### config.mk
export PLATFORM = sky130hd
export DESIGN_NAME = operand_stack_flat
export DESIGN_NICKNAME = d
export VERILOG_FILES = /design/src/rtl/operand_stack_if.sv /design/src/rtl/operand_stack.sv /design/src/flat_wrapper.sv
export SDC_FILE = /design/constraint.sdc
export NUM_CORES = 1
export LEC_CHECK = 0
export ABC_CLOCK_PERIOD_IN_PS = 2700
export CORE_MARGIN = 10
export CORE_UTILIZATION = 49
export DETAILED_ROUTE_END_ITERATION = 16
export HOLD_SLACK_MARGIN = 0.05
export PLACE_DENSITY = 0.75
export SLEW_MARGIN = 20
export SYNTH_ARGS = -nofsm -noshare
export SYNTH_HDL_FRONTEND = slang
export SYNTH_SLANG_ARGS = --single-unit
### constraint.sdc
create_clock -name clk -period 2.7 [get_ports clk]
set_input_delay 0.405 -clock clk [delete_from_list [all_inputs] [get_ports clk]]
set_output_delay 0.405 -clock clk [all_outputs]
set_load 0.005 [all_outputs]
### src/rtl/operand_stack_if.sv
// Command, ALU and status signals of the operand stack, grouped for the stack
// (slave) and its controller/ALU side (master).
interface operand_stack_if #(
    parameter int WIDTH = 5,
    parameter int DEPTH = 8
);
    localparam int CW = $clog2(DEPTH + 1);

    logic             cmd_valid;
    logic             cmd_ready;
    logic [1:0]       cmd_op;
    logic [WIDTH-1:0] push_data;
    logic [WIDTH-1:0] alu_a;
    logic [WIDTH-1:0] alu_b;
    logic             alu_busy;
    logic [WIDTH-1:0] alu_result;
    logic [WIDTH-1:0] pop_data;
    logic             pop_valid;
    logic [CW-1:0]    count;
    logic             full;
    logic             empty;
    logic             err;

    modport master (
        output cmd_valid, cmd_op, push_data, alu_result,
        input  cmd_ready, alu_a, alu_b, alu_busy, pop_data, pop_valid,
               count, full, empty, err
    );

    modport slave (
        input  cmd_valid, cmd_op, push_data, alu_result,
        output cmd_ready, alu_a, alu_b, alu_busy, pop_data, pop_valid,
               count, full, empty, err
    );
endinterface

### src/rtl/operand_stack.sv
// Operand stack feeding an external combinational ALU: PUSH/POP plus
// BINOP/UNOP, which load operands, wait one OPER cycle and write the result back.
module operand_stack #(
    parameter int WIDTH = 5,
    parameter int DEPTH = 8
) (
    input  logic            clk,
    input  logic            rst,
    operand_stack_if.slave  bus
);
    localparam int CW = $clog2(DEPTH + 1);
    localparam int AW = (DEPTH > 1) ? $clog2(DEPTH) : 1;

    typedef enum logic {IDLE, OPER} state_e;
    typedef enum logic [1:0] {OP_PUSH = 2'b00, OP_POP = 2'b01, OP_BINOP = 2'b10, OP_UNOP = 2'b11} op_e;

    state_e           state_q, state_d;
    logic [CW-1:0]    count_q, count_d;
    logic [WIDTH-1:0] mem_q [DEPTH];
    logic [WIDTH-1:0] alu_a_q, alu_a_d;
    logic [WIDTH-1:0] alu_b_q, alu_b_d;
    logic [WIDTH-1:0] pop_data_q, pop_data_d;
    logic             pop_valid_q, pop_valid_d;
    logic             err_q, err_d;
    logic             is_bin_q, is_bin_d;

    logic             we;
    logic [AW-1:0]    waddr;
    logic [WIDTH-1:0] wdata;
    logic [AW-1:0]    top_idx, sec_idx;

    assign top_idx = AW'(count_q - CW'(1));
    assign sec_idx = AW'(count_q - CW'(2));

    always_comb begin
        state_d     = state_q;
        count_d     = count_q;
        alu_a_d     = alu_a_q;
        alu_b_d     = alu_b_q;
        pop_data_d  = pop_data_q;
        is_bin_d    = is_bin_q;
        pop_valid_d = 1'b0;
        err_d       = 1'b0;
        we          = 1'b0;
        waddr       = top_idx;
        wdata       = bus.push_data;

        case (state_q)
            IDLE: begin
                if (bus.cmd_valid) begin
                    case (op_e'(bus.cmd_op))
                        OP_PUSH: begin
                            if (32'(count_q) < DEPTH) begin
                                we      = 1'b1;
                                waddr   = AW'(count_q);
                                count_d = count_q + CW'(1);
                            end else begin
                                err_d = 1'b1;
                            end
                        end
                        OP_POP: begin
                            if (count_q != '0) begin
                                pop_data_d  = mem_q[top_idx];
                                pop_valid_d = 1'b1;
                                count_d     = count_q - CW'(1);
                            end else begin
                                err_d = 1'b1;
                            end
                        end
                        OP_BINOP: begin
                            if (32'(count_q) >= 2) begin
                                alu_a_d  = mem_q[sec_idx];
                                alu_b_d  = mem_q[top_idx];
                                is_bin_d = 1'b1;
                                state_d  = OPER;
                            end else begin
                                err_d = 1'b1;
                            end
                        end
                        OP_UNOP: begin
                            if (count_q != '0) begin
                                alu_a_d  = '0;
                                alu_b_d  = mem_q[top_idx];
                                is_bin_d = 1'b0;
                                state_d  = OPER;
                            end else begin
                                err_d = 1'b1;
                            end
                        end
                        default: ;
                    endcase
                end
            end
            OPER: begin
                // Command inputs are ignored here; the result replaces the operand(s).
                we    = 1'b1;
                wdata = bus.alu_result;
                if (is_bin_q) begin
                    waddr   = sec_idx;
                    count_d = count_q - CW'(1);
                end else begin
                    waddr = top_idx;
                end
                state_d = IDLE;
            end
            default: state_d = IDLE;
        endcase
    end

    always_ff @(posedge clk) begin
        if (rst) begin
            state_q     <= IDLE;
            count_q     <= '0;
            alu_a_q     <= '0;
            alu_b_q     <= '0;
            pop_data_q  <= '0;
            pop_valid_q <= 1'b0;
            err_q       <= 1'b0;
            is_bin_q    <= 1'b0;
        end else begin
            state_q     <= state_d;
            count_q     <= count_d;
            alu_a_q     <= alu_a_d;
            alu_b_q     <= alu_b_d;
            pop_data_q  <= pop_data_d;
            pop_valid_q <= pop_valid_d;
            err_q       <= err_d;
            is_bin_q    <= is_bin_d;
        end
    end

    // Storage is not cleared by reset, but reset suppresses any pending write.
    always_ff @(posedge clk) begin
        if (we && !rst) begin
            mem_q[waddr] <= wdata;
        end
    end

    assign bus.cmd_ready = (state_q == IDLE);
    assign bus.alu_busy  = (state_q == OPER);
    assign bus.alu_a     = alu_a_q;
    assign bus.alu_b     = alu_b_q;
    assign bus.pop_data  = pop_data_q;
    assign bus.pop_valid = pop_valid_q;
    assign bus.err       = err_q;
    assign bus.count     = count_q;
    assign bus.full      = (32'(count_q) == DEPTH);
    assign bus.empty     = (count_q == '0);
endmodule

### src/flat_wrapper.sv
// flat-port wrapper written by rule: the top's interface ports become plain ports
module operand_stack_flat 
#(
    parameter int WIDTH = 5,
    parameter int DEPTH = 8
)
  (clk, rst, bus_cmd_valid, bus_cmd_op, bus_push_data, bus_alu_result, bus_cmd_ready, bus_alu_a, bus_alu_b, bus_alu_busy, bus_pop_data, bus_pop_valid, bus_count, bus_full, bus_empty, bus_err);
  operand_stack_if #(.WIDTH(WIDTH), .DEPTH(DEPTH)) bus_i ();
  input  logic clk;
  input  logic rst;
  input wire logic [$bits(bus_i.cmd_valid)-1:0] bus_cmd_valid;
  input wire logic [$bits(bus_i.cmd_op)-1:0] bus_cmd_op;
  input wire logic [$bits(bus_i.push_data)-1:0] bus_push_data;
  input wire logic [$bits(bus_i.alu_result)-1:0] bus_alu_result;
  output wire logic [$bits(bus_i.cmd_ready)-1:0] bus_cmd_ready;
  output wire logic [$bits(bus_i.alu_a)-1:0] bus_alu_a;
  output wire logic [$bits(bus_i.alu_b)-1:0] bus_alu_b;
  output wire logic [$bits(bus_i.alu_busy)-1:0] bus_alu_busy;
  output wire logic [$bits(bus_i.pop_data)-1:0] bus_pop_data;
  output wire logic [$bits(bus_i.pop_valid)-1:0] bus_pop_valid;
  output wire logic [$bits(bus_i.count)-1:0] bus_count;
  output wire logic [$bits(bus_i.full)-1:0] bus_full;
  output wire logic [$bits(bus_i.empty)-1:0] bus_empty;
  output wire logic [$bits(bus_i.err)-1:0] bus_err;
  assign bus_i.cmd_valid = bus_cmd_valid;
  assign bus_i.cmd_op = bus_cmd_op;
  assign bus_i.push_data = bus_push_data;
  assign bus_i.alu_result = bus_alu_result;
  assign bus_cmd_ready = bus_i.cmd_ready;
  assign bus_alu_a = bus_i.alu_a;
  assign bus_alu_b = bus_i.alu_b;
  assign bus_alu_busy = bus_i.alu_busy;
  assign bus_pop_data = bus_i.pop_data;
  assign bus_pop_valid = bus_i.pop_valid;
  assign bus_count = bus_i.count;
  assign bus_full = bus_i.full;
  assign bus_empty = bus_i.empty;
  assign bus_err = bus_i.err;
  operand_stack #(.WIDTH(WIDTH), .DEPTH(DEPTH)) u_core (.clk(clk), .rst(rst), .bus(bus_i));
endmodule
# ---- After elaboration in Yosys (flattened, before gate mapping)
# Memories as Yosys holds them, arrays and structs flattened.
# Cells that the tools add are included.
dict set report word_totals {
  register_bits 23
  latch_bits 0
  mem_bits_rw 40
  rom_bits 0
  word_cells 76
  memories 1
}
dict set report op_classes {
  add_sub_neg 3
  n_mul 0
  n_div 0
  n_lt_le_gt_ge 2
  n_eq_ne 11
  shift 0
  n_mux 36
  bitwise_logic 3
  n_reduce_logical 12
}
# name depth width read_ports rd_clocked_by_memory_dff write_ports line
set memory_table {}
lappend memory_table {u_core.mem_q 8 5 2 0 1 operand_stack.sv:19} ;# logic [WIDTH-1:0] mem_q [DEPTH];
# operator count
set op_table {}
lappend op_table {{5-bit 2-to-1 mux} 5}
lappend op_table {{5-bit one-hot mux with 2 select lines} 2}
lappend op_table {{4-bit 2-to-1 mux} 4}
lappend op_table {{4-bit one-hot mux with 2 select lines} 2}
lappend op_table {{1-bit 2-to-1 mux} 13}
lappend op_table {{3-bit 2-to-1 mux} 4}
lappend op_table {{5-bit AND reduction} 2}
lappend op_table {{1-bit one-hot mux with 2 select lines} 4}
lappend op_table {{3-bit by 2-bit != test with 1-bit output (second input constant)} 2}
lappend op_table {{3-bit one-hot mux with 2 select lines} 1}
lappend op_table {{4-bit by 1-bit adder with 4-bit output (second input constant)} 1}
lappend op_table {{2-bit == test (second input constant)} 2}
lappend op_table {{4-bit == test (second input constant)} 1}
lappend op_table {{4-bit by 2-bit greater-or-equal comparator with 1-bit output (second input constant)} 1}
lappend op_table {{4-bit zero test} 1}
lappend op_table {{4-bit < comparator (second input constant)} 1}
lappend op_table {{2-bit by 1-bit != test with 1-bit output (second input constant)} 2}
lappend op_table {{2-bit != test (second input constant)} 2}
lappend op_table {{4-bit AND reduction} 1}
lappend op_table {{4-bit nonzero test} 1}
lappend op_table {{4-bit OR reduction} 1}
lappend op_table {{4-bit by 1-bit subtractor with 4-bit output (second input constant)} 1}
lappend op_table {{3-bit by 1-bit != test with 1-bit output (second input constant)} 1}
lappend op_table {{1-bit NOT} 3}
lappend op_table {{other kinds (9)} 9}

# ---- Logic depth before layout (Yosys ltp)
# Gate-level depths: netlist of the first run.
dict set report depth {
  ltp_word 8
  mapped_depth 11
}

# ---- Worst setup path after synthesis of the first run
# No wires, ideal clock.
dict set report synth_timing {
  kind {reg-to-reg}
  startpoint {register u_core.count_q[0], in the netlist u_core.bus.count[0]}
  endpoint {register u_core.alu_b_q[0], in the netlist u_core.bus.alu_b[0]}
  setup_ns 0.128
  t_arrival_ns 2.635
  required_ns 2.572
  setup_slack_ns -0.063
  stages_incl_launch_ff 12
  path_buffers 5
  cell_sequence {dfxtp_1 > buf_2 > buf_6 > buf_4 > inv_1 > ha_1 > buf_2 > buf_2 > mux4_2 > mux2_2 > mux2i_1 > nor2_1}
}
dict set report synth_via {
  elab_chain_cells 4
}
# element line
set synth_lines {}
lappend synth_lines {{start: declaration} operand_stack.sv:18} ;# logic [CW-1:0] count_q, count_d;
lappend synth_lines {{start signal: assignment} operand_stack.sv:122} ;# count_q <= count_d;
lappend synth_lines {{4-bit by 1-bit subtractor with 4-bit output} --}
lappend synth_lines {{memory 8 x 5 bit} --}
lappend synth_lines {{5-bit 2-to-1 mux, on equally long branches} {operand_stack.sv:81, operand_stack.sv:71}}
lappend synth_lines {{5-bit one-hot mux with 2 select lines} operand_stack.sv:51} ;# case (op_e'(bus.cmd_op))
lappend synth_lines {{end signal: assignment} operand_stack.sv:124} ;# alu_b_q <= alu_b_d;
lappend synth_lines {{end: declaration} operand_stack.sv:21} ;# logic [WIDTH-1:0] alu_b_q, alu_b_d;
# Several ways; a longest one is shown, not always the timed one. The select of a mux whose other input is x is not followed.
# A chain may end at the register's enable or synchronous reset.

# ---- Final worst setup path of the first run
dict set report layout_timing {
  startpoint {register u_core.count_q[1], in the netlist u_core.bus.count[1]}
  endpoint {output bus_empty}
}
dict set report layout_via {
  elab_chain_cells 1
}
# element line
set layout_lines {}
lappend layout_lines {{4-bit zero test} operand_stack.sv:148} ;# assign bus.empty = (count_q == '0);
lappend layout_lines {{end: declaration} flat_wrapper.sv:23} ;# output wire logic [$bits(bus_i.empty)-1:0] bus_empty;
# No other way between the ends.

==> results of run 1 <==
worst min path at each step:
stage                   startpoint                   to  slack [ns]  cells after the start
2_1_floorplan  u_core.bus.alu_a[0]  u_core.bus.alu_a[0]        0.47                      1
3_3_place_gp   u_core.bus.alu_a[1]  u_core.bus.alu_a[1]        0.47                      1
3_5_place_dp   u_core.bus.alu_a[0]  u_core.bus.alu_a[0]        0.47                      1
4_1_cts        u_core.bus.alu_a[0]  u_core.bus.alu_a[0]        0.49                      1
5_1_grt        u_core.bus.alu_a[0]  u_core.bus.alu_a[0]        0.51                      1
6_report       u_core.bus.alu_a[0]  u_core.bus.alu_a[0]        0.49                      1
per-stage QoR:
step / setup WS (ns) / hold slack (ns) / cell area, um2
after floorplan: 0.004309 / 0.4747 / 3115
after global placement: 0.08878 / 0.4717 / 3681
after detailed placement: 0.03407 / 0.4663 / 3681
after CTS: 0.2889 / 0.4889 / 3864
after global routing: 0.1538 / 0.5052 / 3864
final: 0.3202 / 0.4884 / 3864
flip-flops by register name, indices dropped and copies added, names as in the netlist:
signal                count
u_core.bus.pop_valid      1
u_core.bus.alu_busy       1
u_core.bus.alu_b          5
u_core.bus.alu_a          5
u_core.bus.pop_data       5
u_core.mem_q             40
u_core.is_bin_q           1
u_core.bus.count          4
u_core.bus.err            1
cells by family after synthesis:
kind of cell             Yosys count  share of synthesized area
AO/OA/AOI/OAI                     24                    0.05748
XOR/XNOR                           5                    0.01407
adder cells (fa/ha/maj)            7                    0.02813
buffers and inverters             19                    0.02974
flip-flops                        63                     0.5338
multiplexers                      48                     0.2408
AND/OR/NAND/NOR                   58                    0.09606
worst max-delay path: stages, from the launching register on:
cell and delay (ns):
dfxtp_1 0.32, inv_1 0.16, ha_1 0.35, and3_1 0.27, clkdlybuf4s50_1 0.53
area by class of cell:
type | count | area [um2] | area share
Timing Repair Buffer | 60 | 548.0 | 0.1418
Inverter | 5 | 18.77 | 0.004858
Tap cell | 75 | 93.84 | 0.02429
Multi-Input combinational cell | 142 | 1359 | 0.3517
Clock inverter | 4 | 47.55 | 0.01231
Clock buffer | 12 | 135.1 | 0.03497
Sequential cell | 63 | 1662 | 0.4301
placed cells by master (no fill, tap or decap), types with 2 or more instances in the layout:
cell type,instances
clkbuf_1,3
xnor2_1,4
clkbuf_8,9
nor2b_1,2
a21oi_1,6
a22o_1,5
dfxtp_1,23
buf_4,21
inv_1,4
mux2i_1,13
mux4_2,20
nand3_1,2
edfxtp_1,40
o21ai_0,2
or3_1,2
nand2_1,9
ha_1,7
or2_2,2
mux2_2,15
o211ai_1,4
nor4b_1,2
and3_1,2
nand3b_1,3
clkdlybuf4s50_1,39
nor4bb_1,2
clkinv_2,2
nor2_1,26
report_power, final:
part | total (mW) | switching (mW) | internal [mW]
logic | 0.396 | 0.186 | 0.210
clock network | 0.777 | 0.353 | 0.424
registers | 1.06 | 0.0145 | 1.05
total | 2.23 | 0.554 | 1.68
metal layers:
layer	GRT usage	part of all wire	vias up	wire, um
met5	0	0	-	0
met4	0.04851	0.0090	0	65
met3	0.05675	0.082	7	597
met2	0.2285	0.46	84	3321
met1	0.2021	0.45	1032	3261
li1	-	-	973	-
==> report_table.html, run 1 <==
<table>
<tr><th>Metric</th><th>Value</th></tr>
<tr><th colspan="2">Status</th></tr>
<tr><td>Outcome</td><td>completed</td></tr>
<tr><th colspan="2">Timing</th></tr>
<tr><td>Transition time at the pin with the least slew margin</td><td>~0.57 ns</td></tr>
<tr><td>Slew HR</td><td>0.6186</td></tr>
<tr><td>Peak Freq</td><td>about 420 MHz</td></tr>
<tr><td>Final clock period utilization by the worst path</td><td>0.8814</td></tr>
<tr><td>Endpoints failing hold</td><td>0</td></tr>
<tr><td>Time the final worst path needs with I/O delays and setup</td><td>approximately 2.4 ns</td></tr>
<tr><td>Total negative setup slack</td><td>0 ns</td></tr>
<tr><td>Fin. max-slew vios</td><td>0</td></tr>
<tr><td>Unrepaired setup endpoints after global routing</td><td>no</td></tr>
<tr><td>Final setup violation count</td><td>0</td></tr>
<tr><td>Final worst clock skew</td><td>approximately 0.0066 ns</td></tr>
<tr><th colspan="2">Min path</th></tr>
<tr><td>Worst min-delay path category</td><td>reg -&gt; reg</td></tr>
<tr><th colspan="2">Setup path</th></tr>
<tr><td>Reg2reg start</td><td>u_core.bus.count[1]</td></tr>
<tr><td>Critical path endpoint</td><td>bus_empty</td></tr>
<tr><td>Launch point of the worst path</td><td>u_core.bus.count[1]</td></tr>
<tr><td>Worst-case reg-to-reg path depth</td><td>7</td></tr>
<tr><td>Register-to-register setup slack</td><td>roughly 0.42 ns</td></tr>
<tr><td>Worst setup SP type</td><td>flop</td></tr>
<tr><td>Data arrival, critical path</td><td>1.97 ns</td></tr>
<tr><td>Endpoint of the most critical register-to-register path</td><td>u_core.bus.pop_data[1]</td></tr>
<tr><td>Required time at the worst-slack endpoint</td><td>~2.3 ns</td></tr>
<tr><td>Maximum fanout count along the critical path</td><td>8</td></tr>
<tr><td>Worst setup path class</td><td>reg -&gt; out</td></tr>
<tr><td>Endpoint kind of the worst setup timing path</td><td>output pin</td></tr>
<tr><th colspan="2">Synthesis</th></tr>
<tr><td>Proportion of netlist area held by the largest area contributor</td><td>0.3859</td></tr>
<tr><td>Netlist cell types</td><td>42</td></tr>
<tr><td>Leading area contributor after synthesis</td><td>edfxtp_1</td></tr>
<tr><td>Synthesis-stage register bit count</td><td>63</td></tr>
<tr><td>EDFF count, synth</td><td>40</td></tr>
<tr><td>Most repeated cell in the gate-level netlist after synthesis</td><td>edfxtp_1</td></tr>
<tr><td>Seq/Total Area, Yosys</td><td>0.5338</td></tr>
<tr><td>Cells after synthesis</td><td>between 200 and 250</td></tr>
<tr><td>Synthesis warning total</td><td>0</td></tr>
<tr><td>Leading post-synthesis cells by cell area</td><td>edfxtp_1, dfxtp_1, mux4_2</td></tr>
<tr><td>Mapped Area</td><td>roughly 3100 um2</td></tr>
<tr><td>Post-synth top flop</td><td>edfxtp_1</td></tr>
<tr><td>Top cells by instance count after synthesis</td><td>edfxtp_1, nor2_1, dfxtp_1</td></tr>
<tr><td>Async S/R FF share, synth</td><td>0</td></tr>
<tr><td>Syn avg cell area</td><td>13.90 um2</td></tr>
<tr><td>Synthesized net count</td><td>246</td></tr>
<tr><th colspan="2">Power and ir drop</th></tr>
<tr><td>Static leakage power</td><td>around 1.4 nW</td></tr>
<tr><td>Overall power after layout</td><td>2.235 mW</td></tr>
<tr><td>Max IR drop VDD</td><td>about 430 uV</td></tr>
<tr><td>PD cells</td><td>578.4 nW/um2</td></tr>
<tr><th colspan="2">Route</th></tr>
<tr><td>Drt pass-1 iters</td><td>4</td></tr>
<tr><td>Drt drc</td><td>0</td></tr>
<tr><td>Number of DRC violations after detailed-routing iteration 0</td><td>~120</td></tr>
<tr><td>Vias</td><td>2,096</td></tr>
<tr><td>Drt via density</td><td>5.806</td></tr>
<tr><td>Detail Route Antenna Nets</td><td>0</td></tr>
<tr><td>Post-detailed-route wirelength per cell</td><td>20.07 um</td></tr>
<tr><td>WL final</td><td>between 7 and 8 mm</td></tr>
<tr><th colspan="2">CTS</th></tr>
<tr><td>Clk_lat worst skew</td><td>0.34 ns</td></tr>
<tr><td>Total of hold buffers inserted after clock tree synthesis</td><td>0</td></tr>
<tr><td>Clock tree from TritonCTS</td><td>yes</td></tr>
<tr><td>Count of buffers added by post-CTS timing repair for setup</td><td>0</td></tr>
<tr><td>CTS sink cnt</td><td>63</td></tr>
<tr><td>CTS clock-pin slew for the worst setup and hold paths</td><td>0.07 ns</td></tr>
<tr><td>Total clock buffers created by CTS</td><td>9</td></tr>
<tr><td>Number of buffers on the longest clock path</td><td>2</td></tr>
<tr><td>CTS root buffer</td><td>clkbuf_8</td></tr>
<tr><td>Number of levels in the clock H-tree</td><td>3</td></tr>
<tr><td>Quantity of gates resized following cts</td><td>0</td></tr>
<tr><th colspan="2">Floorplanning</th></tr>
<tr><td>Initial Util</td><td>0.5136</td></tr>
<tr><td>Height of the die</td><td>99.71 um</td></tr>
<tr><td>Total Die Area</td><td>~9900 um2</td></tr>
<tr><td>Top-level port count</td><td>40</td></tr>
<tr><td>Die width</td><td>about 100 um</td></tr>
<tr><td># rows</td><td>28</td></tr>
<tr><td>Core Region</td><td>a little over 6000 um2</td></tr>
<tr><th colspan="2">Final layout</th></tr>
<tr><td>Share of post-route cells with drive strength above 1</td><td>0.2587</td></tr>
<tr><td>Diodes inserted</td><td>0</td></tr>
<tr><td>Number of nets in the layout</td><td>303</td></tr>
<tr><td>Fin cells</td><td>approximately 360</td></tr>
<tr><td>Layout overhead on the synthesized area</td><td>24.12%</td></tr>
<tr><td>Final core utilization</td><td>0.6375</td></tr>
<tr><td>Count of fill cells added during filler insertion</td><td>between 400 and 500</td></tr>
<tr><th colspan="2">Global routing</th></tr>
<tr><td>Global-route wire length before repair</td><td>~12 mm</td></tr>
<tr><td>Aggregate global routing overflow</td><td>0</td></tr>
<tr><td>Pin count of the biggest net entering global routing</td><td>27</td></tr>
<tr><td>Number of global-route vias before repair</td><td>between 2k and 2.5k</td></tr>
<tr><td>All-layer global routing usage</td><td>0.1535</td></tr>
<tr><td>Initial antenna violation count</td><td>0</td></tr>
<tr><th colspan="2">Placed design</th></tr>
<tr><td>DP HPWL</td><td>5.326 mm</td></tr>
<tr><td># placed instances</td><td>345</td></tr>
<tr><td>Count of port buffers added during placement</td><td>39</td></tr>
<tr><td>Last weighted congestion value of the routability-driven placer</td><td>around 0.88</td></tr>
<tr><th colspan="2">Flow run</th></tr>
<tr><td>Number of max-capacitance violations reported</td><td>0</td></tr>
</table>
Power figures use the tool's default switching activity.
==> run 2: changes to the inputs <==
GPL_TIMING_DRIVEN = 0   (was unset)
==> run 2 against run 1 <==
Against the previous run:
- global-route usage decreased by 0.70 points
- non-clock buffer count decreased by 11
- combinational power increased by 5.6%
- cell count decreased by 3.0%
- worst hold slack got worse by 0.050 ns
- design area increased by 0.55%
- routed wire length decreased by 1.1%
- clock skew increased by 0.0089 ns
- highest routed layer unchanged
==> report_table.html, run 2 (synthesized netlist as in run 1, its figures left out) <==
<table>
<tr><th>Metric</th><th>Value</th></tr>
<tr><th colspan="2">Route</th></tr>
<tr><td>Drt pass-1 iters</td><td>4 (unchanged)</td></tr>
<tr><td>Detail Route Antenna Nets</td><td>0 (unchanged)</td></tr>
<tr><td>Vias</td><td>2,091 (was 2,096)</td></tr>
<tr><td>Drt drc</td><td>0 (unchanged)</td></tr>
<tr><td>WL final</td><td>7.169 mm (was 7.246 mm)</td></tr>
<tr><td>Post-detailed-route wirelength per cell</td><td>20.48 um (was 20.07 um)</td></tr>
<tr><td>Drt via density</td><td>5.974 (was 5.806)</td></tr>
<tr><td>Number of DRC violations after detailed-routing iteration 0</td><td>132 (was 122)</td></tr>
<tr><th colspan="2">Power and ir drop</th></tr>
<tr><td>PD cells</td><td>605.5 nW/um2 (was 578.4 nW/um2)</td></tr>
<tr><td>Overall power after layout</td><td>2.352 mW (was 2.235 mW)</td></tr>
<tr><td>Max IR drop VDD</td><td>531.0 uV (was 431.6 uV)</td></tr>
<tr><td>Static leakage power</td><td>1.301 nW (was 1.353 nW)</td></tr>
<tr><th colspan="2">Placed design</th></tr>
<tr><td>Pre-CTS setup slack</td><td>-0.7380 ns (was 0.03407 ns)</td></tr>
<tr><td>DP HPWL</td><td>5.078 mm (was 5.326 mm)</td></tr>
<tr><td>Post-placement cell area</td><td>3590 um2 (was 3681 um2)</td></tr>
<tr><td>Last weighted congestion value of the routability-driven placer</td><td>0.7948 (was 0.8799)</td></tr>
<tr><td>Count of port buffers added during placement</td><td>38 (was 39)</td></tr>
<tr><th colspan="2">CTS</th></tr>
<tr><td>Number of buffers on the longest clock path</td><td>2 (unchanged)</td></tr>
<tr><td>CTS sink cnt</td><td>63 (unchanged)</td></tr>
<tr><td>Clock tree from TritonCTS</td><td>yes (unchanged)</td></tr>
<tr><td>Clk_lat worst skew</td><td>0.35 ns (was 0.34 ns)</td></tr>
<tr><td>Total clock buffers created by CTS</td><td>9 (unchanged)</td></tr>
<tr><td>Number of levels in the clock H-tree</td><td>3 (unchanged)</td></tr>
<tr><td>CTS clock-pin slew for the worst setup and hold paths</td><td>0.08 ns (was 0.07 ns)</td></tr>
<tr><td>Count of buffers added by post-CTS timing repair for setup</td><td>0 (unchanged)</td></tr>
<tr><td>CTS root buffer</td><td>clkbuf_8 (unchanged)</td></tr>
<tr><th colspan="2">Setup path</th></tr>
<tr><td>Required time at the worst-slack endpoint</td><td>2.30 ns (about the same)</td></tr>
<tr><td>Worst setup path class</td><td>reg -&gt; out (unchanged)</td></tr>
<tr><td>Critical Path Stages</td><td>5 (was 4)</td></tr>
<tr><td>Endpoint of the most critical register-to-register path</td><td>u_core.mem_q[4][2] (was u_core.bus.pop_data[1])</td></tr>
<tr><td>Worst-case reg-to-reg path depth</td><td>6 (was 7)</td></tr>
<tr><td>Maximum fanout count along the critical path</td><td>10 (was 8)</td></tr>
<tr><td>Worst setup SP type</td><td>flop (unchanged)</td></tr>
<tr><td>Endpoint kind of the worst setup timing path</td><td>output pin (unchanged)</td></tr>
<tr><td>Crit path buffers/inverters</td><td>3 (was 2)</td></tr>
<tr><td>Crit-path slowest cell</td><td>clkdlybuf4s50_1 (unchanged)</td></tr>
<tr><td>Chain of cells forming the critical path</td><td>buf_6 -&gt; inv_1 -&gt; ha_4 -&gt; and3_1 -&gt; clkdlybuf4s50_1 (was inv_1 -&gt; ha_1 -&gt; and3_1 -&gt; clkdlybuf4s50_1)</td></tr>
<tr><td>Reg2reg start</td><td>u_core.bus.count[1] (unchanged)</td></tr>
<tr><td>Critical path endpoint</td><td>bus_empty (unchanged)</td></tr>
<tr><td>Launch point of the worst path</td><td>u_core.bus.count[1] (unchanged)</td></tr>
<tr><td>Slowest Stage Delay on Critical Path</td><td>0.53 ns (about the same)</td></tr>
<tr><td>Register-to-register setup slack</td><td>0.17 ns (was 0.42 ns)</td></tr>
<tr><td>Data arrival, critical path</td><td>2.14 ns (was 1.97 ns)</td></tr>
<tr><td>CP delay by family, top</td><td>buffers and inverters (unchanged)</td></tr>
<tr><th colspan="2">Timing</th></tr>
<tr><td>Slew HR</td><td>0.5679 (was 0.6186)</td></tr>
<tr><td>Final worst clock skew</td><td>0.01548 ns (was 0.006593 ns)</td></tr>
<tr><td>Fin. max-slew vios</td><td>0 (unchanged)</td></tr>
<tr><td>Endpoints failing hold</td><td>0 (unchanged)</td></tr>
<tr><td>Transition time at the pin with the least slew margin</td><td>0.6460 ns (was 0.5694 ns)</td></tr>
<tr><td>Peak Freq</td><td>392.7 MHz (was 420.2 MHz)</td></tr>
<tr><td>Time the final worst path needs with I/O delays and setup</td><td>2.546 ns (was 2.380 ns)</td></tr>
<tr><td>Final setup violation count</td><td>0 (unchanged)</td></tr>
<tr><td>Setup slack of the critical path after layout</td><td>0.1536 ns (was 0.3202 ns)</td></tr>
<tr><td>Final clock period utilization by the worst path</td><td>0.9431 (was 0.8814)</td></tr>
<tr><td>Unrepaired setup endpoints after global routing</td><td>no (unchanged)</td></tr>
<tr><th colspan="2">Global routing</th></tr>
<tr><td>Aggregate global routing overflow</td><td>0 (unchanged)</td></tr>
<tr><td>Number of global-route vias before repair</td><td>2,185 (was 2,094)</td></tr>
<tr><td>All-layer global routing usage</td><td>0.1465 (was 0.1535)</td></tr>
<tr><td>Initial antenna violation count</td><td>0 (unchanged)</td></tr>
<tr><td>Pin count of the biggest net entering global routing</td><td>20 (was 27)</td></tr>
<tr><td>Global-route wire length before repair</td><td>11.46 mm (was 11.75 mm)</td></tr>
<tr><th colspan="2">Final layout</th></tr>
<tr><td>Final std cell area, no fill</td><td>3885 um2 (was 3864 um2)</td></tr>
<tr><td>Diodes inserted</td><td>0 (unchanged)</td></tr>
<tr><td>Count of fill cells added during filler insertion</td><td>462 (was 472)</td></tr>
<tr><td>Flip-flop count of the largest register, all copies and words added</td><td>40 (unchanged)</td></tr>
<tr><td>Number of nets in the layout</td><td>292 (was 303)</td></tr>
<tr><td>Highest-count cells in the layout ignoring fill and taps</td><td>edfxtp_1, clkdlybuf4s50_1, dfxtp_1 (was edfxtp_1, clkdlybuf4s50_1, nor2_1)</td></tr>
<tr><td>Most common library cell in the layout ignoring fill and taps</td><td>edfxtp_1 (unchanged)</td></tr>
<tr><td>Layout overhead on the synthesized area</td><td>24.80% (was 24.12%)</td></tr>
<tr><td>Top reg by flops</td><td>u_core.mem_q (unchanged)</td></tr>
<tr><td>Share of post-route cells with drive strength above 1</td><td>0.2582 (was 0.2587)</td></tr>
<tr><th colspan="2">Floorplanning</th></tr>
<tr><td># rows</td><td>28 (unchanged)</td></tr>
<tr><td>Height of the die</td><td>99.71 um (unchanged)</td></tr>
<tr><td>Initial Util</td><td>0.5136 (unchanged)</td></tr>
<tr><td>Die width</td><td>99.71 um (unchanged)</td></tr>
<tr><td>Top-level port count</td><td>40 (unchanged)</td></tr>
<tr><td>Core Region</td><td>6061 um2 (unchanged)</td></tr>
<tr><td>Total Die Area</td><td>9941 um2 (unchanged)</td></tr>
<tr><th colspan="2">Min path</th></tr>
<tr><td>Worst min-delay path category</td><td>in -&gt; reg (was reg -&gt; reg)</td></tr>
<tr><th colspan="2">Flow run</th></tr>
<tr><td>Number of max-capacitance violations reported</td><td>0 (unchanged)</td></tr>
<tr><th colspan="2">Status</th></tr>
<tr><td>Outcome</td><td>completed (unchanged)</td></tr>
</table>
[run 2: cell types whose count changed in the layout (fill, tap and decap cells not counted), sizes merged]
cell	previous run	this run
bufinv	1	2
buf	21	7
clkdlybuf4s50	39	38
clkinv	2	3
clkbuf	12	15
clkinvlp	1	0
[run 2: metal layers]
metal  vias up  share of wire  track usage
met5         -              0            0
li1        954              -            -
met1      1048           0.44       0.1858
met4         0          0.016      0.06395
met2        75           0.46       0.2245
met3        14          0.079      0.04567
[run 2: report_power, final]
| part | internal [mW] | leakage (nW) | switching, mW | total (mW) |
|---|---|---|---|---|
| Combinational | 0.212 | 0.652 | 0.207 | 0.418 |
| Clock | 0.513 | 0.102 | 0.358 | 0.871 |
| Sequential | 1.05 | 0.547 | 0.0152 | 1.06 |
| Total | 1.77 | 1.30 | 0.580 | 2.35 |
[run 2: what timing repair did]
action | in CTS | in global routing
cloned | 0 | 0
hold buffers | 0 | 0
gates resized for setup | 27 | 2
endpoints found under the setup margin | 60 | 18
pin swaps | 0 | 1
[run 2: worst min path at each step]
stage | start | end | depth (start not counted)
floorplan | u_core.bus.alu_a[0] | u_core.bus.alu_a[0] | 1
global placement | u_core.bus.alu_a[2] | u_core.bus.alu_a[2] | 1
detailed placement | u_core.bus.alu_a[4] | u_core.bus.alu_a[4] | 1
CTS | bus_cmd_op[0] | u_core.is_bin_q | 3
global route | bus_cmd_op[0] | u_core.is_bin_q | 3
finish | bus_cmd_op[0] | u_core.is_bin_q | 3
[run 2: final cells by class]
| type | count | area, um2 | share of cell area |
|---|---|---|---|
| sequential | 63 | 1664 | 0.4283 |
| tap | 75 | 93.84 | 0.02415 |
| buffer | 11 | 81.33 | 0.02093 |
| clock buffer | 11 | 131.4 | 0.03382 |
| clock inverter | 5 | 72.57 | 0.01868 |
| multi-input combinational | 142 | 1443 | 0.3713 |
| inverter | 5 | 18.77 | 0.004831 |
| timing repair buffer | 38 | 380.4 | 0.09791 |
[run 2: worst register-to-register path, cell delays in order (launching register included)]
cell      delay [ns]
dfxtp_2         0.45
buf_6           0.20
inv_1           0.16
ha_1            0.32
clkbuf_1        0.26
a221o_1         0.53
nor2_4          0.28
[run 2: per-stage QoR]
stage               std cells  TNS, ns  utilization  hold slack, ns
floorplan                 224        0            -          0.4747
global placement          337   -33.53       0.5923          0.4641
detailed placement        337   -35.65       0.5923          0.4648
CTS                       350        0       0.6398          0.4210
global route              350        0       0.6410          0.4755
finish                    350        0       0.6410          0.4382
